<file path="src/rtl/uart_pkg.sv">
// Shared constants and FSM encodings for the UART receive path and its
// companion baud_rate_gen.
package uart_pkg;

  // System clock and line rate of the target build.
  localparam int CLK       = 50_000_000;
  localparam int BAUD_RATE = 230_400;

  // Oversampling factor: s_tick runs at NUM_TICKS times the baud rate.
  localparam int NUM_TICKS = 16;

  // baud_rate_gen divider: 50 MHz / (230400 * 16) = 13 (truncated).
  localparam int N_CONT = CLK / (BAUD_RATE * NUM_TICKS);

  // Frame format defaults: 8 data bits, one stop bit (16 ticks).
  localparam int DEF_N_DATA_BITS = 8;
  localparam int DEF_SB_TICK     = NUM_TICKS;

  // Receiver FSM encodings.
  typedef logic [1:0] state_t;
  localparam state_t IDLE  = 2'd0;
  localparam state_t START = 2'd1;
  localparam state_t DATA  = 2'd2;
  localparam state_t STOP  = 2'd3;

endpackage

</file>
<file path="src/rtl/sync_2ff.sv">
// Two-flop synchronizer for an asynchronous input. Resets to 1 so that an
// idle-high serial line does not look like a start bit while leaving reset.
module sync_2ff (
  input  logic clock,
  input  logic reset,
  input  logic d,
  output logic q
);

  logic meta;

  // Two back-to-back flops; q is safe to use two clocks after d changes.
  always_ff @(posedge clock or negedge reset) begin
    if (!reset) begin
      meta <= 1'b1;
      q    <= 1'b1;
    end else begin
      meta <= d;
      q    <= meta;
    end
  end

endmodule

</file>
<file path="src/rtl/uart_rx.sv">
// UART receiver, 16x oversampled. Detects the start bit, samples each data
// bit in its middle, checks the stop bit and presents the received word.
//
// Output strobe: rx_done_tick is high for exactly one clock per completed
// frame; dout and frame_error change on that same clock and then hold until
// the next completed frame. There is no back-pressure.
module uart_rx
  import uart_pkg::*;
#(
  parameter int N_DATA_BITS = DEF_N_DATA_BITS,
  parameter int SB_TICK     = DEF_SB_TICK
) (
  input  logic                   clock,
  input  logic                   reset,
  input  logic                   rx,
  input  logic                   s_tick,
  output logic [N_DATA_BITS-1:0] dout,
  output logic                   rx_done_tick,
  output logic                   frame_error
);

  localparam int NW = (N_DATA_BITS > 1) ? $clog2(N_DATA_BITS) : 1;

  // Tick-counter compare points: middle of the start bit, end of a data bit,
  // end of the stop period.
  localparam logic [3:0]    S_MID  = 4'd7;
  localparam logic [3:0]    S_LAST = 4'd15;
  localparam logic [3:0]    S_STOP = 4'(SB_TICK - 1);
  localparam logic [3:0]    S_ONE  = 4'd1;
  localparam logic [NW-1:0] N_LAST = NW'(N_DATA_BITS - 1);
  localparam logic [NW-1:0] N_ONE  = NW'(1);

  logic                   rx_s;
  state_t                 state;
  logic [3:0]             s_cnt;
  logic [NW-1:0]          n_cnt;
  logic [N_DATA_BITS-1:0] b_reg;

  sync_2ff u_sync (
    .clock (clock),
    .reset (reset),
    .d     (rx),
    .q     (rx_s)
  );

  // Receive FSM with its counters, shift register and output registers.
  always_ff @(posedge clock or negedge reset) begin
    if (!reset) begin
      state        <= IDLE;
      s_cnt        <= '0;
      n_cnt        <= '0;
      b_reg        <= '0;
      dout         <= '0;
      rx_done_tick <= 1'b0;
      frame_error  <= 1'b0;
    end else begin
      rx_done_tick <= 1'b0;
      case (state)
        // A low line starts a frame at once; no tick needed to leave IDLE.
        IDLE: begin
          if (!rx_s) begin
            state <= START;
            s_cnt <= '0;
          end
        end
        // Re-check the line in the middle of the start bit to reject glitches.
        START: begin
          if (s_tick) begin
            if (s_cnt == S_MID) begin
              if (!rx_s) begin
                state <= DATA;
                s_cnt <= '0;
                n_cnt <= '0;
              end else begin
                state <= IDLE;
              end
            end else begin
              s_cnt <= s_cnt + S_ONE;
            end
          end
        end
        // One sample per bit period, LSB first, shifted in from the top.
        DATA: begin
          if (s_tick) begin
            if (s_cnt == S_LAST) begin
              b_reg <= {rx_s, b_reg[N_DATA_BITS-1:1]};
              s_cnt <= '0;
              if (n_cnt == N_LAST) begin
                state <= STOP;
              end else begin
                n_cnt <= n_cnt + N_ONE;
              end
            end else begin
              s_cnt <= s_cnt + S_ONE;
            end
          end
        end
        // Stop bit sampled in its middle; word is published even on error.
        STOP: begin
          if (s_tick) begin
            if (s_cnt == S_STOP) begin
              dout         <= b_reg;
              rx_done_tick <= 1'b1;
              frame_error  <= ~rx_s;
              state        <= IDLE;
            end else begin
              s_cnt <= s_cnt + S_ONE;
            end
          end
        end
        default: state <= IDLE;
      endcase
    end
  end

endmodule
</file>
<file path="config.mk">
export PLATFORM = sky130hd
export DESIGN_NAME = uart_rx
export DESIGN_NICKNAME = d
export VERILOG_FILES = /design/src/rtl/uart_pkg.sv /design/src/rtl/sync_2ff.sv /design/src/rtl/uart_rx.sv
export SDC_FILE = /design/constraint.sdc
export NUM_CORES = 1
export LEC_CHECK = 0
export ABC_CLOCK_PERIOD_IN_PS = 2150
export BUFFER_PORTS_ARGS = -buffer_cell sky130_fd_sc_hd__buf_4
export CAP_MARGIN = 20
export CORE_ASPECT_RATIO = 1.25
export CORE_MARGIN = 1.5
export CORE_UTILIZATION = 56
export CTS_CLUSTER_SIZE = 20
export DETAILED_ROUTE_END_ITERATION = 10
export PLACE_DENSITY = 0.74
export SLEW_MARGIN = 0
export SYNTH_ARGS = -nofsm -noshare
export SYNTH_HDL_FRONTEND = slang
export SYNTH_HIERARCHICAL = 1
export SYNTH_SLANG_ARGS = --single-unit
</file>
<file path="constraint.sdc">
create_clock -name clock -period 2.15 [get_ports clock]
set_input_delay 0.1075 -clock clock [delete_from_list [all_inputs] [get_ports clock]]
set_output_delay 0.1075 -clock clock [all_outputs]
set_load 0.05 [all_outputs]
</file>
==> impl_metrics.json <==
{
  "cts_made_buffers": 5,
  "maxSlewViolCount": 0,
  "cts-htree-levels": 2,
  "power.switching_fraction_pct": 33.3,
  "layout.cells.most_common": "dfrtp_1",
  "clock-root-buffer": "clkbuf_4",
  "grt_start_max_net_pins": 30,
  "endpoint": "dout[7]",
  "synth_ff_type": "dfrtp_1",
  "drt-total-wl_um": 2140,
  "area.sequential_um2": 728,
  "seq_area_frac_synth_pct": 54.8,
  "slew_at_the_pin_closest_to_its_max_slew_limit_ns": 0.398,
  "internal-power_w": 0.000937,
  "die_area_um2": 2680,
  "grt-ovfl-total": 0,
  "area_growth_pct": 14.3,
  "cp_capture_type": "register",
  "wire_per_inst_um": 14.4,
  "worst_path_largest_cell_delay_ns": 0.43,
  "synth.ff_latch_count": 29,
  "synthDistinctLibCells": 35,
  "vias": 817,
  "synthTopCellsByArea": "dfrtp_1 (51%), mux2_2 (15%), dfstp_2 (4.0%)",
  "count_of_antenna_violating_nets_left_after_detailed_routing": 0,
  "via_count_of_the_first_global_routing_pass": 836,
  "detail_route.vias_per_cell": 5.52,
  "detail_route.iter0.violations": 13,
  "finalSetupTns_ns": 0,
  "net_switching_power_of_the_design_w": 0.000467,
  "drv_cap": 0,
  "async_flop_share_pct": 100,
  "synth_largest_type_area_fraction_pct": 50.8,
  "clk_latency_ns": 0.32,
  "floorplan.initialDensity_pct": 60.1,
  "cts_tree": "built",
  "diodes": 0,
  "layout-drive-gt1-share_pct": 42.7,
  "cp_data_arrival_time_ns": 1.99,
  "min-delay-start": "s_tick",
  "worst-path-max-fanout": 9,
  "timing.slew.headroom_pct": 73.4,
  "layout.filler_cells": 160,
  "number_of_antenna_violations_at_the_first_check_in_global_routing": 0,
  "r2r-end": "dout[7]",
  "synth_warnings": 6,
  "p_comb_share_pct": 26.2,
  "core_um2": 2210,
  "finalSetupViolCount": 0,
  "dpl.hpwl_um": 1500,
  "routabilityCongestion": 0.821,
  "postLayoutSetupSlackWorst_ns": 0.362,
  "clkTransAtPathRegs_ns": 0.08,
  "timing.final.crit_share_pct": 83.2,
  "finalClockSkew_ns": 0.00714,
  "floorplan.die.width_um": 46.6,
  "drt_pre_antenna_iters": 4,
  "clkPwrFrac_pct": 22.8,
  "cp_cell_sequence": "ha_1 -> and3_2 -> nand2_2 -> nor2_4 -> mux2_2",
  "power.density_cell_area_nw_per_um2": 924,
  "layout.nets": 124,
  "synthCells": 98,
  "grt_first_pass_wirelength_um": 3550,
  "power_w": 0.00140,
  "io_pins": 14,
  "floorplan.die.height_um": 57.5,
  "count_of_unresolved_drc_violations_after_routing": 0,
  "crit_start": "s_cnt[0]",
  "dpl_worst_slack_ns": 0.375,
  "multi_input_area_um2": 576,
  "clock_sink_count": 29,
  "globalRouteTotalUtil_pct": 19.4,
  "unrepaired_setup_endpoints_after_global_routing": "false",
  "synth_area_um2": 1330,
  "vdd_ir_max_v": 0.000739,
  "rrSetupSlack_ns": 0.36,
  "postSynthNetCount": 105,
  "cp.required_ns": 2.35,
  "floorplan.rows": 19,
  "yosys.area.top_type": "dfrtp_1",
  "mostFrequentLayoutCells": "dfrtp_1 (27), mux2_2 (18), buf_4 (13)",
  "hold_class": "primary input to register",
  "critical_path.reg2reg.startpoint": "s_cnt[0]",
  "pwr-share-seq_pct": 50.9,
  "cts-resized-gates": 0,
  "cellLeakagePower_nw": 0.711,
  "max_freq_mhz": 559,
  "critical_path_class": "register to register",
  "post_synth_edffs": 0,
  "period_needed_ns": 1.79,
  "hold_viol_final": 0,
  "worst_r2r_path_depth": 5,
  "run_status": "finished, final reports clean",
  "avgSynthCellArea_um2": 13.6,
  "cp_slowest_cell": "dfrtp_1",
  "startpoint_type_of_the_worst_setup_path": "register",
  "io_buffers": 13,
  "clk_path_buf_depth": 2
}
-- stage by stage --
| step | hold WS (ns) | utilization, % | cell area [um2] | std cells |
|---|---|---|---|---|
| after global routing | 0.172 | 68.7 | 1520 | 148 |
| after detailed placement | 0.0452 | 65.3 | 1440 | 139 |
| after floorplan | -0.188 | - | 1330 | 98 |
| after global placement | 0.0450 | 65.3 | 1440 | 139 |
| after CTS | 0.176 | 68.7 | 1520 | 148 |
| final | 0.185 | 68.7 | 1520 | 148 |
-- final cells by class --
cell class / instances / share of cell area [%]
multi-input combinational: 65 / 37.9
inverter: 1 / 0.247
timing repair buffer: 15 / 7.74
tap: 31 / 2.55
sequential: 29 / 47.9
clock buffer: 7 / 3.62
-- cells by family after synthesis --
kind of cell	after synthesis	share of synthesized area, %
and+or+nand+nor	25	14.1
adders and majority gates	3	2.83
muxes	19	16.0
AOI/OAI and AO/OA	18	10.4
buffers and inverters	4	1.88
DFF	29	54.8
-- synthesized netlist by cell type, drive strengths merged (3+ instances only) --
| cell type | instances |
|---|---|
| ha | 3 |
| nor2 | 5 |
| nor2b | 3 |
| nand2 | 5 |
| dfrtp | 27 |
| mux2 | 18 |
| o21ai | 4 |
| nor3b | 3 |
| buf | 3 |
| a22o | 3 |
-- power groups by stage --
stage / sequential, W / combinational, W / clock [W]
finish: 0.000715 / 0.000368 / 0.000321
global route: 0.000730 / 0.000397 / 0.000362
CTS: 0.000714 / 0.000370 / 0.000334
detailed placement: 0.000725 / 0.000366 / 0
global placement: 0.000718 / 0.000355 / 0
floorplan: 0.000691 / 0.000330 / 0
-- routing by layer --
layer | vias up | share of wire [%] | global-route usage [%]
met1 | 399 | 43 | 23.0
met4 | 0 | 2.8 | 11.0
met5 | - | 0 | 0
met2 | 13 | 51 | 29.4
met3 | 6 | 3.4 | 7.59
li1 | 399 | - | -
-- what timing repair did --
item,in CTS,in global routing
hold buffers,2,0
hold endpoints to repair,30,0
setup buffers,0,0
-- worst min path at each step --
stage | end | slack, ns | cells past startpoint
floorplan | asynchronous set/reset pin | -0.19 | 0
global placement | s_cnt[2] | 0.04 | 1
detailed placement | s_cnt[2] | 0.05 | 1
CTS | frame_error | 0.18 | 3
global route | frame_error | 0.17 | 3
finish | frame_error | 0.18 | 3
-- worst max-delay path, delay by kind of cell (launching register included) --
kind	cells	cell delay, ns
adders and majority gates	1	0.28
and+or+nand+nor	3	0.60
muxes	1	0.37
DFF	1	0.43
Note: power is estimated with default switching activity, not from simulation.
